File: config.mk
export PLATFORM = sky130hd
export DESIGN_NAME = mem_wb_stage
export DESIGN_NICKNAME = d
export VERILOG_FILES = /design/src/rtl/mips_defs.sv /design/src/rtl/load_filter.sv /design/src/rtl/mem_wb_stage.sv
export SDC_FILE = /design/constraint.sdc
export NUM_CORES = 1
export LEC_CHECK = 0
export BUFFER_PORTS_ARGS = -buffer_cell sky130_fd_sc_hd__buf_4
export CAP_MARGIN = 0
export CORE_MARGIN = 1
export CORE_UTILIZATION = 49
export DETAILED_ROUTE_END_ITERATION = 16
export MAX_ROUTING_LAYER = met4
export PLACE_DENSITY = 0.86
export SYNTH_ARGS = -nofsm -noshare
export SYNTH_HDL_FRONTEND = slang
export SYNTH_SLANG_ARGS = --single-unit
File: constraint.sdc
create_clock -name i_clk -period 2.8 [get_ports i_clk]
set_input_delay 0.14 -clock i_clk [delete_from_list [all_inputs] [get_ports i_clk]]
set_output_delay 0.14 -clock i_clk [all_outputs]
set_load 0.05 [all_outputs]
File: src/rtl/mips_defs.sv
// Shared MIPS datapath definitions: default widths and load-filter codes.
package mips_defs;

  localparam int NBITS  = 32;
  localparam int NB_REG = 5;

  // Codes 3'b110 and 3'b111 are unnamed and behave like LOAD_LW.
  typedef enum logic [2:0] {
    LOAD_LW  = 3'b000,
    LOAD_LB  = 3'b001,
    LOAD_LBU = 3'b010,
    LOAD_LH  = 3'b011,
    LOAD_LHU = 3'b100,
    LOAD_LUI = 3'b101
  } load_type_e;

endpackage

File: src/rtl/load_filter.sv
// Combinational little-endian load filter: selects and extends the byte,
// halfword or word of a raw data-memory read, or builds the LUI result.
module load_filter #(
  parameter int NBITS = mips_defs::NBITS
) (
  input  logic [NBITS-1:0] i_raw_data,
  input  logic [2:0]       i_load_type,
  input  logic [1:0]       i_byte_offset,
  input  logic [15:0]      i_imm16,
  output logic [NBITS-1:0] o_data
);
  import mips_defs::*;

  logic [7:0]  selByte;
  logic [15:0] selHalf;

  always_comb begin
    selByte = i_raw_data[7:0];
    case (i_byte_offset)
      2'd0: selByte = i_raw_data[7:0];
      2'd1: selByte = i_raw_data[15:8];
      2'd2: selByte = i_raw_data[23:16];
      2'd3: selByte = i_raw_data[31:24];
      default: selByte = i_raw_data[7:0];
    endcase
    // Halfwords are chosen by offset[1] only; no misalignment trap.
    selHalf = i_byte_offset[1] ? i_raw_data[31:16] : i_raw_data[15:0];

    o_data = i_raw_data;
    case (load_type_e'(i_load_type))
      LOAD_LB:  o_data = {{(NBITS-8){selByte[7]}}, selByte};
      LOAD_LBU: o_data = NBITS'(selByte);
      LOAD_LH:  o_data = {{(NBITS-16){selHalf[15]}}, selHalf};
      LOAD_LHU: o_data = NBITS'(selHalf);
      LOAD_LUI: o_data = NBITS'({i_imm16, 16'h0000});
      default:  o_data = i_raw_data;
    endcase
  end

endmodule

File: src/rtl/mem_wb_stage.sv
// MEM/WB pipeline register feeding the write-back MemToReg mux, with
// debug stepping, flush, sticky HALT and a retired-instruction counter.
module mem_wb_stage #(
  parameter int NBITS  = mips_defs::NBITS,
  parameter int NB_REG = mips_defs::NB_REG,
  parameter int NB_CNT = 32
) (
  input  logic              i_clk,
  input  logic              i_reset,
  input  logic              i_enable,
  input  logic              i_flush,
  input  logic              i_valid,
  input  logic              i_RegWrite,
  input  logic              i_MemToReg,
  input  logic              i_jal,
  input  logic              i_halt,
  input  logic [NB_REG-1:0] i_rd_addr,
  input  logic [2:0]        i_load_type,
  input  logic [1:0]        i_byte_offset,
  input  logic [15:0]       i_imm16,
  input  logic [NBITS-1:0]  i_raw_mem_data,
  input  logic [NBITS-1:0]  i_ALU_result,
  output logic              o_valid,
  output logic              o_RegWrite,
  output logic              o_MemToReg,
  output logic              o_jal,
  output logic [NB_REG-1:0] o_rd_addr,
  output logic [NBITS-1:0]  o_MemData,
  output logic [NBITS-1:0]  o_ALU_result,
  output logic              o_halt,
  output logic [NB_CNT-1:0] o_retired_count
);
  import mips_defs::*;

  logic [NBITS-1:0] filtered;

  logic              valid_q, valid_d;
  logic              regWrite_q, regWrite_d;
  logic              memToReg_q, memToReg_d;
  logic              jal_q, jal_d;
  logic              halt_q, halt_d;
  logic [NB_REG-1:0] rdAddr_q, rdAddr_d;
  logic [NBITS-1:0]  memData_q, memData_d;
  logic [NBITS-1:0]  aluResult_q, aluResult_d;
  logic [NB_CNT-1:0] count_q, count_d;

  load_filter #(.NBITS(NBITS)) u_load_filter (
    .i_raw_data    (i_raw_mem_data),
    .i_load_type   (i_load_type),
    .i_byte_offset (i_byte_offset),
    .i_imm16       (i_imm16),
    .o_data        (filtered)
  );

  // Bubbles clear only the control bits; data and address keep their values.
  always_comb begin
    valid_d     = valid_q;
    regWrite_d  = regWrite_q;
    memToReg_d  = memToReg_q;
    jal_d       = jal_q;
    halt_d      = halt_q;
    rdAddr_d    = rdAddr_q;
    memData_d   = memData_q;
    aluResult_d = aluResult_q;
    count_d     = count_q;
    if (halt_q || i_flush) begin
      valid_d    = 1'b0;
      regWrite_d = 1'b0;
      memToReg_d = 1'b0;
      jal_d      = 1'b0;
    end else if (i_enable) begin
      valid_d     = i_valid;
      regWrite_d  = i_RegWrite & i_valid;
      memToReg_d  = i_MemToReg & i_valid;
      jal_d       = i_jal & i_valid;
      halt_d      = i_halt & i_valid;
      rdAddr_d    = i_rd_addr;
      memData_d   = filtered;
      aluResult_d = i_ALU_result;
      if (i_valid) count_d = count_q + NB_CNT'(1);
    end
  end

  always_ff @(posedge i_clk) begin
    if (i_reset) begin
      valid_q     <= 1'b0;
      regWrite_q  <= 1'b0;
      memToReg_q  <= 1'b0;
      jal_q       <= 1'b0;
      halt_q      <= 1'b0;
      rdAddr_q    <= '0;
      memData_q   <= '0;
      aluResult_q <= '0;
      count_q     <= '0;
    end else begin
      valid_q     <= valid_d;
      regWrite_q  <= regWrite_d;
      memToReg_q  <= memToReg_d;
      jal_q       <= jal_d;
      halt_q      <= halt_d;
      rdAddr_q    <= rdAddr_d;
      memData_q   <= memData_d;
      aluResult_q <= aluResult_d;
      count_q     <= count_d;
    end
  end

  assign o_valid         = valid_q;
  assign o_RegWrite      = regWrite_q;
  assign o_MemToReg      = memToReg_q;
  assign o_jal           = jal_q;
  assign o_halt          = halt_q;
  assign o_rd_addr       = rdAddr_q;
  assign o_MemData       = memData_q;
  assign o_ALU_result    = aluResult_q;
  assign o_retired_count = count_q;

endmodule

-- After elaboration in Yosys (flattened, before gate mapping)
Cells that the tools add are included.
W data, S select, Z words.
- mux-type cells: 3
- equality and inequality tests: 8
- $lt $le $gt $ge: 0
- divide/modulo/power cells: 0
- multipliers: 0
- add/sub/neg operators: 1
- bitwise logic cells: 5
- reduce and logical (&&, ||, !) cells: 5
- shift-type cells: 0
- operators by type and width (kind ; number):
    $pmux W32 S5 ; 1
    $add A32 B1 Y32 const B ; 1
    $pmux W8 S4 ; 1
    $mux W16 ; 1
    $eq A3 B2 Y1 const B ; 2
    $eq A3 B3 Y1 const B ; 2
    $and A1 B1 Y1 ; 4
    $eq A2 B2 Y1 const B ; 2
    $eq A3 B1 Y1 const B ; 1
    $reduce_and A3 Y1 ; 1
    $eq A2 B1 Y1 const B ; 1
    $logic_not A2 Y1 ; 1
    $reduce_and A2 Y1 ; 1
    $reduce_or A2 Y1 ; 1
    $logic_or A1 B1 Y1 ; 1
    $not A1 Y1 ; 1
- memory bits (read-only): 0
- latch bits: 0
- memories kept: 0
- RAM bits: 0
- bits in registers: 106
- word-level logic and storage cells: 31
- output and inout port bits: 106
- bits of input ports: 99

-- Depth between registers and ports, before layout
- word-level depth: 3
- gate-level depth with buffers: 7
- depth with buffers taken out: 5

-- Hierarchy
From an unflattened synthesis, not the netlist that was laid out.
- cells, all modules: 696
- area total of the unflattened synthesis: 5287.6 um^2
- modules (own cells, without submodules) (module ; sequential area each (um^2) ; times used ; area each (um^2) ; cells each):
    mem_wb_stage ; 2122.0 ; 1 ; 4051.4 ; 498
    load_filter ; 0.0 ; 1 ; 1236.2 ; 198

-- Worst setup path before layout
No wires, ideal clock.
- kind: flip-flop to flip-flop
- start: register count_q[11], in the netlist o_retired_count[11]
- end: register count_q[28], in the netlist o_retired_count[28]
- period minus slack after synthesis: 2.331 ns
- cell stages (with the launch flop): 7
- path slack: 0.469 ns
- buffers on the path: 2
- data required time: 2.677 ns
- setup time: 0.123 ns
- arrival time: 2.207 ns
- cells stage by stage: dfxtp_1 nand4_2 or4_1 buf_2 buf_6 nor4_1 mux2_1
- cells in the longest elaborated chain, start to end: 1
- RTL lines (item ; line ; text):
    start, declared ; mem_wb_stage.sv:45 ; logic [NB_CNT-1:0] count_q, count_d;
    start signal, assigned ; mem_wb_stage.sv:104 ; count_q <= count_d;
    $add A32 B1 Y32 ; mem_wb_stage.sv:80 ; if (i_valid) count_d = count_q + NB_CNT'(1);
No other way between the ends.
A chain may end at the register's enable or synchronous reset.

-- Worst setup path after layout
- start: register count_q[4], in the netlist o_retired_count[4]
- end: register count_q[28], in the netlist o_retired_count[28]
The elaborated chain is that of the path after synthesis.

==> out/results.tsv <==
metric	value	unit
synth-main-ff-cell	dfxtp_1	
worstPathArrival	2600	ps
fin_crit_sh	0.8339	
die_h	104.3	µm
ys_types	50	
skew	7.291	ps
cp_slowest_cell	or4_1	
htreeDepth	3	
clock-sinks	106	
core	9955	µm²
tritoncts	done	
max_stage_delay	900	ps
synth_edf_count	0	
min_path_type	input port to flip-flop	
avgSynthCellArea	8.167	µm²
hold_path_depth	3	
r2r_slack	470	ps
end_kind	flip-flop	
leakagePower	0.002871	µW
power.total	3316	µW
worstPathMaxFanout	26	
worstPathRequired	3070	ps
clk_latency	370	ps
r2r-start	o_retired_count[4]$_SDFFE_PP0P_	
dieArea	10880	µm²
drt_iter0_markers	424	
yosys_warnings	0	
path_cells	nand4_1 > or4_1 > nor4_1 > mux2_1	
cts_hold_buf	16	
slew_headroom	0.5064	
initial_core_util	0.5152	
grt_max_degree	71	
cts_setup_buffers	0	
drtAntennaViolNets	0	
syn2layout_area_growth	37.33	%
first_global_vias	5455	
ys_seq_area_frac	0.4138	
ioPinCount	205	
setup_viol	0	
min_from	i_rd_addr[4]	
wl_per_cell	17.10	µm
grt_pass1_wl	26250	µm
status	finished clean	
fin_util	0.7075	
postSynthCellCount	628	
finalCriticalPeriod	2335	ps
drv_slew	0	
hold_violations	0	
setup_tns	0	ps
cp-start-kind	flip-flop	
clk_path_buf_depth	2	
routed_wl	16280	µm
rsz0062_at_grt	no	
min_to	o_rd_addr[4]$_SDFFE_PP0P_	
vias	5561	
grtUsageTotal	0.3057	
diodes	0	
die_x	104.3	µm
fin_nets	916	
setup.worst_path.class	flip-flop to flip-flop	
synth_async_sr_flop_share	0	
clk_pin_slew	100	ps
num_rows	36	
dpl.hpwl	11600	µm
gp_congestion	0.9311	
synth_nets	728	
cts_buffers	9	
drc	0	
dr.pass1.iters	5	
fmaxAchievable	428.3	MHz
port_buffers	204	
maxCapViolations	0	
vias_per_cell	5.841	
grt_overflow	0	
reg2reg_depth	4	
ys_seq_elements	106	
antenna_found_initial	0	
r2r-end	o_retired_count[28]$_SDFFE_PP0P_	
cts-resized-gates	0	
drive_gt1_frac	0.2918	
powerDensity	470.8	nW/µm²
tightestPinTransition	740.5	ps
cts_root_buf	clkbuf_8	
peakVddDrop	301.8	µV
syn_area	5129	µm²
==> metal layers <==
metal	share of wire	GRT usage
met5	0	-
met4	0.033	0.1622
met3	0.075	0.04887
met2	0.48	0.4972
met1	0.41	0.3627
==> cell usage after synthesis (4+ instances only) <==
library cell / instances / area (µm²)
nor2b_1: 16 / 100.1
dfxtp_1: 106 / 2122
a22o_1: 7 / 61.31
a311oi_1: 9 / 78.83
nand2b_1: 6 / 37.54
o2111ai_1: 7 / 61.31
a2bb2oi_1: 7 / 61.31
inv_1: 9 / 33.78
nand2_1: 109 / 409.1
o21ai_0: 12 / 60.06
a2111oi_0: 16 / 140.1
nand4_1: 9 / 56.30
and4_1: 5 / 43.79
nor3_1: 6 / 30.03
nand3_1: 13 / 65.06
a22oi_1: 7 / 52.55
clkbuf_1: 40 / 150.1
a21oi_1: 69 / 345.3
or4_1: 14 / 105.1
a211oi_1: 7 / 52.55
buf_2: 7 / 35.03
xor2_1: 8 / 70.07
nor2_1: 69 / 259.0
or3_1: 4 / 25.02
o31ai_1: 13 / 97.59
mux2_1: 6 / 67.56
mux4_2: 8 / 180.2
mux2i_1: 10 / 100.1
==> power by group <==
| group | internal [µW] | switching (µW) | total [µW] |
|---|---|---|---|
| clock | 432 | 524 | 956 |
| sequential | 1570 | 36.8 | 1600 |
| combinational | 288 | 467 | 755 |
| total | 2290 | 1030 | 3320 |
==> critical path, delay by kind of cell (launching register included) <==
kind,cells,cell delay [ps]
and+or+nand+nor,3,1420
DFF,1,450
muxes,1,360
==> logic make-up after synthesis <==
family / after synthesis / synth area share
buffers and inverters: 59 / 0.04635
AO/OA/AOI/OAI: 163 / 0.2108
AND/OR/NAND/NOR: 266 / 0.2435
flip-flops: 106 / 0.4138
XOR/XNOR: 9 / 0.01537
adder cells (fa/ha/maj): 1 / 0.002439
multiplexers: 24 / 0.06782
==> registers in the layout, indices dropped and copies added (netlist names) <==
name,cells
o_ALU_result,32
o_MemToReg,1
o_retired_count,32
o_rd_addr,5
o_RegWrite,1
o_halt,1
o_jal,1
o_MemData,32
o_valid,1
==> cell usage in the layout (no fill, tap or decap), drive strengths merged, types with 13 or more instances in the layout <==
cell,netlist,final
nor2,69,69
or4,14,14
a2111oi,16,16
nand2,109,109
a21oi,69,69
buf,10,211
nand3,13,13
dlygate4sd3,0,16
o31ai,13,13
dfxtp,106,106
nor2b,16,16
o21ai,13,13
==> worst max path at each step <==
stage	start	to	slack, ps
global route	o_retired_count[10]$_SDFFE_PP0P_	o_retired_count[28]$_SDFFE_PP0P_	280
CTS	o_retired_count[4]$_SDFFE_PP0P_	o_retired_count[28]$_SDFFE_PP0P_	480
global placement	o_retired_count[4]$_SDFFE_PP0P_	o_retired_count[28]$_SDFFE_PP0P_	590
floorplan	o_retired_count[11]$_SDFFE_PP0P_	o_retired_count[28]$_SDFFE_PP0P_	470
detailed placement	o_retired_count[4]$_SDFFE_PP0P_	o_retired_count[28]$_SDFFE_PP0P_	500
finish	o_retired_count[4]$_SDFFE_PP0P_	o_retired_count[28]$_SDFFE_PP0P_	470
==> cell type report <==
class,instances,area (µm²)
clock inverter,4,52.55
fill,768,2912
inverter,9,33.78
multi-input combinational,463,2774
clock buffer,10,137.6
tap,133,166.4
timing repair buffer,227,1757
sequential,106,2122
==> metrics by stage <==
step / std cells / hold WS, ps / setup WS (ps) / instance area (µm²)
global route: 952 / 6.108 / 284.9 / 7043
detailed placement: 922 / 395.2 / 501.1 / 6693
global placement: 922 / 368.9 / 589.8 / 6693
floorplan: 628 / 276.0 / 469.5 / 5129
finish: 952 / 7.869 / 465.1 / 7043
CTS: 952 / 0.2968 / 481.0 / 7043
Note: power is estimated with default switching activity, not from simulation.
